### config.mk
export PLATFORM = sky130hd
export DESIGN_NAME = branch_predict_ctrl
export DESIGN_NICKNAME = d
export VERILOG_FILES = /design/src/rtl/branch_predict_ctrl_pkg.sv /design/src/rtl/branch_predict_ctrl_history_table.sv /design/src/rtl/branch_predict_ctrl.sv
export SDC_FILE = /design/constraint.sdc
export NUM_CORES = 1
export LEC_CHECK = 0
export ABC_AREA = 1
export CORE_MARGIN = 10
export CORE_UTILIZATION = 50
export CTS_BUF_LIST = sky130_fd_sc_hd__clkbuf_16
export CTS_CLUSTER_SIZE = 14
export DETAILED_ROUTE_END_ITERATION = 12
export PLACE_DENSITY = 0.83
export SLEW_MARGIN = 20
export SYNTH_ARGS = -nofsm -noshare
export SYNTH_HDL_FRONTEND = slang
export SYNTH_SLANG_ARGS = --single-unit
export TNS_END_PERCENT = 5
### constraint.sdc
create_clock -name clk -period 4.75 [get_ports clk]
set_input_delay 0.7125 -clock clk [delete_from_list [all_inputs] [get_ports clk]]
set_output_delay 0.7125 -clock clk [all_outputs]
set_load 0.01 [all_outputs]
### src/rtl/branch_predict_ctrl_pkg.sv
// Shared encodings for the branch predictor: 2-bit counter states, controller
// FSM states and the saturating counter step.
package branch_predict_ctrl_pkg;

    typedef enum logic [1:0] {
        CTR_SNT = 2'b00,
        CTR_WNT = 2'b01,
        CTR_WT  = 2'b10,
        CTR_ST  = 2'b11
    } ctr_t;

    typedef enum logic {
        ST_IDLE  = 1'b0,
        ST_FLUSH = 1'b1
    } state_t;

    function automatic ctr_t ctr_next(input ctr_t cur, input logic taken);
        ctr_t nxt;
        nxt = cur;
        if (taken) begin
            if (cur != CTR_ST) nxt = ctr_t'(cur + 2'd1);
        end else begin
            if (cur != CTR_SNT) nxt = ctr_t'(cur - 2'd1);
        end
        return nxt;
    endfunction

endpackage

### src/rtl/branch_predict_ctrl_history_table.sv
// Array of 2-bit saturating counters: combinational read, synchronous
// saturating update, asynchronous reset to weakly-not-taken.
module branch_history_table
    import branch_predict_ctrl_pkg::*;
#(
    parameter int ENTRIES = 16,
    parameter int IDX_W   = $clog2(ENTRIES)
) (
    input  logic             clk,
    input  logic             rst_n,
    input  logic [IDX_W-1:0] i_rd_idx,
    output ctr_t             o_rd_ctr,
    input  logic             i_wr_en,
    input  logic [IDX_W-1:0] i_wr_idx,
    input  logic             i_wr_taken
);

    ctr_t r_table [ENTRIES];

    // No write-to-read bypass: a same-cycle read sees the old counter.
    assign o_rd_ctr = r_table[i_rd_idx];

    always_ff @(posedge clk or negedge rst_n) begin
        if (!rst_n) begin
            for (int i = 0; i < ENTRIES; i++) r_table[i] <= CTR_WNT;
        end else if (i_wr_en) begin
            r_table[i_wr_idx] <= ctr_next(r_table[i_wr_idx], i_wr_taken);
        end
    end

endmodule

### src/rtl/branch_predict_ctrl.sv
// Fetch-stage branch predictor with execute-stage resolution, PC redirect,
// timed IF/ID flush after a mispredict, and branch statistics.
module branch_predict_ctrl
    import branch_predict_ctrl_pkg::*;
#(
    parameter int BHT_ENTRIES  = 16,
    parameter int FLUSH_CYCLES = 2
) (
    input  logic        clk,
    input  logic        rst_n,
    input  logic        stall,
    input  logic        if_valid,
    input  logic        if_is_branch,
    input  logic [31:0] if_pc,
    input  logic [31:0] if_imm_target,
    input  logic        ex_valid,
    input  logic        ex_is_branch,
    input  logic        ex_taken,
    input  logic        ex_pred_taken,
    input  logic [31:0] ex_pc,
    input  logic [31:0] ex_target,
    output logic        pred_taken,
    output logic [31:0] pred_target,
    output logic        redirect_valid,
    output logic [31:0] redirect_pc,
    output logic        flush,
    output logic [31:0] branch_count,
    output logic [31:0] mispredict_count
);

    localparam int IDX_W = $clog2(BHT_ENTRIES);
    localparam int CNT_W = $clog2(FLUSH_CYCLES + 1);

    state_t             r_state;
    logic [CNT_W-1:0]   r_flush_cnt;
    logic               r_flush;
    logic               r_redirect_valid;
    logic [31:0]        r_redirect_pc;
    logic [31:0]        r_branch_count;
    logic [31:0]        r_mispredict_count;

    ctr_t               w_rd_ctr;
    logic [IDX_W-1:0]   w_rd_idx;
    logic [IDX_W-1:0]   w_wr_idx;
    logic               w_resolve;
    logic               w_mispredict;

    assign w_rd_idx     = if_pc[IDX_W+1:2];
    assign w_wr_idx     = ex_pc[IDX_W+1:2];
    assign w_resolve    = ex_valid & ex_is_branch & ~stall & (r_state == ST_IDLE);
    assign w_mispredict = w_resolve & (ex_taken != ex_pred_taken);

    branch_history_table #(
        .ENTRIES (BHT_ENTRIES),
        .IDX_W   (IDX_W)
    ) u_bht (
        .clk        (clk),
        .rst_n      (rst_n),
        .i_rd_idx   (w_rd_idx),
        .o_rd_ctr   (w_rd_ctr),
        .i_wr_en    (w_resolve),
        .i_wr_idx   (w_wr_idx),
        .i_wr_taken (ex_taken)
    );

    assign pred_taken  = if_valid & if_is_branch & (w_rd_ctr inside {CTR_WT, CTR_ST});
    assign pred_target = pred_taken ? if_imm_target : (if_pc + 32'd4);

    // Flush counter counts down from FLUSH_CYCLES-1 and freezes during stall.
    always_ff @(posedge clk or negedge rst_n) begin
        if (!rst_n) begin
            r_state          <= ST_IDLE;
            r_flush_cnt      <= '0;
            r_flush          <= 1'b0;
            r_redirect_valid <= 1'b0;
            r_redirect_pc    <= '0;
        end else begin
            r_redirect_valid <= w_mispredict;
            case (r_state)
                ST_IDLE: begin
                    if (w_mispredict) begin
                        r_state       <= ST_FLUSH;
                        r_flush       <= 1'b1;
                        r_flush_cnt   <= CNT_W'(FLUSH_CYCLES - 1);
                        r_redirect_pc <= ex_taken ? ex_target : (ex_pc + 32'd4);
                    end
                end
                ST_FLUSH: begin
                    if (!stall) begin
                        if (r_flush_cnt == '0) begin
                            r_state <= ST_IDLE;
                            r_flush <= 1'b0;
                        end else begin
                            r_flush_cnt <= r_flush_cnt - 1'b1;
                        end
                    end
                end
                default: begin
                    r_state <= ST_IDLE;
                    r_flush <= 1'b0;
                end
            endcase
        end
    end

    always_ff @(posedge clk or negedge rst_n) begin
        if (!rst_n) begin
            r_branch_count     <= '0;
            r_mispredict_count <= '0;
        end else begin
            if (w_resolve)    r_branch_count     <= r_branch_count + 32'd1;
            if (w_mispredict) r_mispredict_count <= r_mispredict_count + 32'd1;
        end
    end

    assign redirect_valid   = r_redirect_valid;
    assign redirect_pc      = r_redirect_pc;
    assign flush            = r_flush;
    assign branch_count     = r_branch_count;
    assign mispredict_count = r_mispredict_count;

endmodule

* Yosys cells after proc, flatten, opt, wreduce, memory -nomap -nowiden
Cells that the tools add are included.
Operators by class: bitwise gates (word level) 10, eq/ne operators 8, add/sub/neg operators 7, muxes and demuxes 27, reductions and logical operators 7, $lt $le $gt $ge 3
Operator list (count):
- $add 32x1->32 const B | 2
- $add 32x3->32 const B | 2
- $mux 32 | 2
- $bwmux 32 | 1
- $mux 2 | 12
- $bmux 2 s4 | 2
- $ge 5x5->1 const B | 2
- $not 4->5 | 2
- $demux 2 s4 | 1
- $ne 2x2->1 const B | 4
- $and 1x1->1 | 6
- $mux 1 | 6
- $reduce_and 3->1 | 2
- $lt 5x1->1 const B | 1
- $eq 2x2->1 const B | 2
- $pmux 1 s2 | 2
- $pmux 2 s2 | 1
- $reduce_bool 2->1 | 2
- $sub 2x1->2 const B | 2
- $add 2x1->2 const B | 1
- $logic_not 2->1 | 1
- $ne 2x1->1 const B | 1
- $not 1->1 | 2
- $reduce_and 2->1 | 1
- 2 further kinds | 2
Word-level totals: word-level logic and storage cells 85, register bits 133, input port bits 137, output and inout port bits 131

* Longest topological paths before layout
depth in word-level cells 9, mapped depth 14, depth with buffers taken out 12

* By module
A second synthesis with hierarchy kept.
Second synthesis, totals: cell total of the unflattened synthesis 1567, area total of the unflattened synthesis 9644.2 um^2
By module, submodules not included:
- branch_predict_ctrl | area each 7514.7 um^2, cells each 1231, times used 1, sequential area each 2527.4 um^2
- branch_history_table | area each 2129.5 um^2, cells each 336, times used 1, sequential area each 820.8 um^2

* Worst setup path after synthesis
No wires, ideal clock.
path type input -> output, start point input if_pc[2], end point output pred_target[2], path buffers 3, required time 4.038 ns, slack 2.141 ns, arrival 1.896 ns, cell stages on the path 10, cell sequence buf_2 > o211ai_1 > nand3_1 > nand2_1 > nand2_1 > nand3_2 > inv_2 > buf_4 > buf_4 > o21ai_1
Between the ends: longest elaborated chain between the ends 8, elaborated cells between the ends (all ways) 10, those cells by class add/sub: 1; eq/ne: 2; mux: 4; bitwise: 2; reduce/logical: 1
RTL lines:
- from (decl) | RTL line branch_predict_ctrl.sv:14 | input logic [31:0] if_pc,
- $not 4->5 (not written as such) | RTL line branch_predict_ctrl_history_table.sv:21 | assign o_rd_ctr = r_table[i_rd_idx];
- $bmux 2 s4 | RTL line branch_predict_ctrl_history_table.sv:21
- $mux 2 (not written as such) (2 in a row) | RTL line branch_predict_ctrl_history_table.sv:21
- $eq 2x2->1 | RTL line branch_predict_ctrl.sv:66 | assign pred_taken = if_valid & if_is_branch & (w_rd_ctr inside {CTR_WT, CTR_ST});
- $reduce_bool 2->1 | RTL line branch_predict_ctrl.sv:66
- $and 1x1->1 | RTL line branch_predict_ctrl.sv:66
- $mux 32 * | RTL line branch_predict_ctrl.sv:67 | assign pred_target = pred_taken ? if_imm_target : (if_pc + 32'd4);
- to (decl) | RTL line branch_predict_ctrl.sv:23 | output logic [31:0] pred_target,
Mark *: on every way between the ends. The rest lies on a longest branch, timed or not. The select of a mux whose other input is x is not followed.

* Final worst setup path
start point input if_pc[2], end point output pred_target[8]
Same word-level chain as after synthesis.

==> results.yml <==
worst_setup_path:
  timing.rr.start: "r_state"
  cp_data_required_time_ns: 4.04
  critPathKind: "input pin to primary output"
  worstPathArrival_ns: 3.47
  worstSetupStartpointType: "input pin"
  end_kind: "primary output"
  crit_start: "if_pc[2]"
  crit_fanout: 47
grt:
  grtUsageTotal_pct: 25.8
  first_global_vias: 9944
  grt_max_degree: 76
  grt_pass1_wl_mm: 50.8
  grt-ovfl-total: 0
  antenna_found_initial: 4
clock_tree:
  numCtsBuffers: 17
  htree_levels: 4
  root_buffer: "clkbuf_16"
  tritoncts: "built"
  cts.sinks: 133
  insertion_delay_ns: 0.43
  clk_pin_slew_ns: 0.07
  cts_resized: 0
  clockBufferDepth: 2
  hold_buffers: 0
  post_cts_buffers: 0
pwr:
  p_per_area_nw_per_um2: 362
  p_total_mw: 4.62
  p_leak_nw: 5.86
  ir_worst_vdd_uv: 306
layout:
  layout_commonest_cell: "nand2_1"
  final_cells: 1933
  drive_gt1_share_pct: 4.64
  design_area_sq_um: 12800
  seq_area_sq_um: 3350
  nNetsFinal: 1833
  nFillCells: 1553
  area_delta_synth_final_pct: 38.0
  multi_input_area_sq_um: 5150
  most-common-layout-cells: "530 x nand2_1, 266 x clkdlybuf4s50_1, 174 x nor2_1, 149 x inv_1, 117 x dfrtp_1"
synthesis:
  synth_area_per_cell_sq_um: 6.49
  synth-async-reset-ratio_pct: 100
  synth_ff_type: "dfrtp_1"
  synth_edf_count: 0
  synth_cell_types: 37
  synth_fp_nets: 1570
  synth-seq-cells: 133
  ys.warnings.count: 0
  seq_area_frac_synth_pct: 36.2
  synthCells: 1425
  syn-cell-area_sq_um: 9250
die:
  coreArea_sq_um: 18100
  rows: 49
  die_w_um: 156
  chipHeight_um: 156
  die_area_sq_um: 24400
  start_util_pct: 51.2
  ios: 268
drt:
  vias: 10200
  drt-initial-drc-count: 694
  first_pass_iters: 5
  vias_per_cell: 5.29
  routed_wl_mm: 32.0
  wl_per_cell_um: 16.6
  ant_nets: 0
  drc_errors: 0
timing:
  min_period_over_period_pct: 88.1
  tightest_slew_ns: 0.961
  setup_viol: 0
  slew_headroom_pct: 35.9
  max_freq_ghz: 0.239
  grt_setup_unrepaired: "no"
  clock_skew_ns: 0.0123
  finalSetupTns_ns: 0
  period_minus_slack_ns: 4.18
  slew_violations: 0
  final_hold_viol_count: 0
placement:
  hpwl_mm: 25.2
  dp.cells: 1898
  port_buffers: 267
  place_area_sq_um: 12100
  place_congestion: 0.950
run_status:
  status: "completed"
job:
  cap_violations: 0
hold_path:
  hold_path.class: "input pin to async pin"
[synthesized netlist by cell type, types with 14 or more instances]
master | n | area, sq um
nand3_1 | 100 | 500
xor2_1 | 57 | 499
xnor2_1 | 30 | 263
a21oi_1 | 30 | 150
inv_1 | 149 | 559
clkbuf_1 | 14 | 52.6
dfrtp_1 | 117 | 2930
nand2_1 | 530 | 1990
o21ai_0 | 55 | 275
dfstp_2 | 16 | 420
nor2_1 | 174 | 653
nor3_1 | 52 | 260
nand4_1 | 20 | 125
[stage by stage]
step | utilization [%] | hold slack (ns) | setup WS, ns
floorplan | - | 0.417 | 2.14
global placement | 67.0 | 0.455 | 0.703
finish | 70.6 | 0.422 | 0.565
CTS | 70.6 | 0.457 | 0.608
global route | 70.6 | 0.487 | 0.266
detailed placement | 67.0 | 0.459 | 0.617
[state kept, by name, indices dropped and copies added (netlist names)]
signal and cells:
r_state 1, redirect_valid 1, u_bht.r_table 32, mispredict_count 32, flush 1, r_flush_cnt 2, redirect_pc 32, branch_count 32
[cell type report]
class	count	share of cell area, %
flip-flops and latches	133	26.2
clock inverters	15	1.71
repair buffers	278	21.6
inverters	154	4.53
well taps	229	2.24
diodes	3	0.0588
multi-input cells	1104	40.3
clock buffers	17	3.33
[power breakdown]
part           switching, mW  internal [mW]  total [mW]  leakage (nW)
sequential             0.237           1.43        1.67          1.65
clock                  0.570          0.892        1.46         0.305
combinational          0.744          0.750        1.49          3.91
total                   1.55           3.07        4.62          5.86
[critical path, stage by stage]
cell and delay, ns:
clkdlybuf4s50_1 0.74, inv_1 0.23, nand2_1 0.12, nand3_1 0.07, nand3_1 0.10, nand2_1 0.06
nand2_1 0.07, nand3_2 0.08, inv_2 0.48, nand2_1 0.12, o21ai_0 0.11, clkdlybuf4s50_1 0.57
[layer usage]
metal | up-vias | global-route usage, % | wire (um)
li1 | 5017 | - | -
met1 | 4738 | 30.3 | 13000
met2 | 402 | 44.7 | 15700
met3 | 63 | 6.53 | 2500
met4 | 2 | 9.31 | 862
met5 | - | 0 | 11
[final timing paths]
path	end	slack, ns	cells after the start
min in group clk	u_bht.r_table[12]	0.47	2
max in group asynchronous	u_bht.r_table[0]	3.29	2
worst max register to register	r_flush_cnt[1]	1.89	10
worst max-delay path	pred_target[8]	0.57	12
worst min-delay path	mispredict_count[14]	0.42	1
worst min register to register	u_bht.r_table[12]	0.47	2
[kinds of logic after synthesis]
kind of cell             Yosys count  synth area share, %
flip-flops                       133                 36.2
XOR/XNOR                          87                 8.23
AO/OA/AOI/OAI                    105                 6.03
AND/OR/NAND/NOR                  904                 40.3
buffers and inverters            188                 8.15
adder cells (fa/ha/maj)            8                 1.08
(Power assumes the default switching activity.)
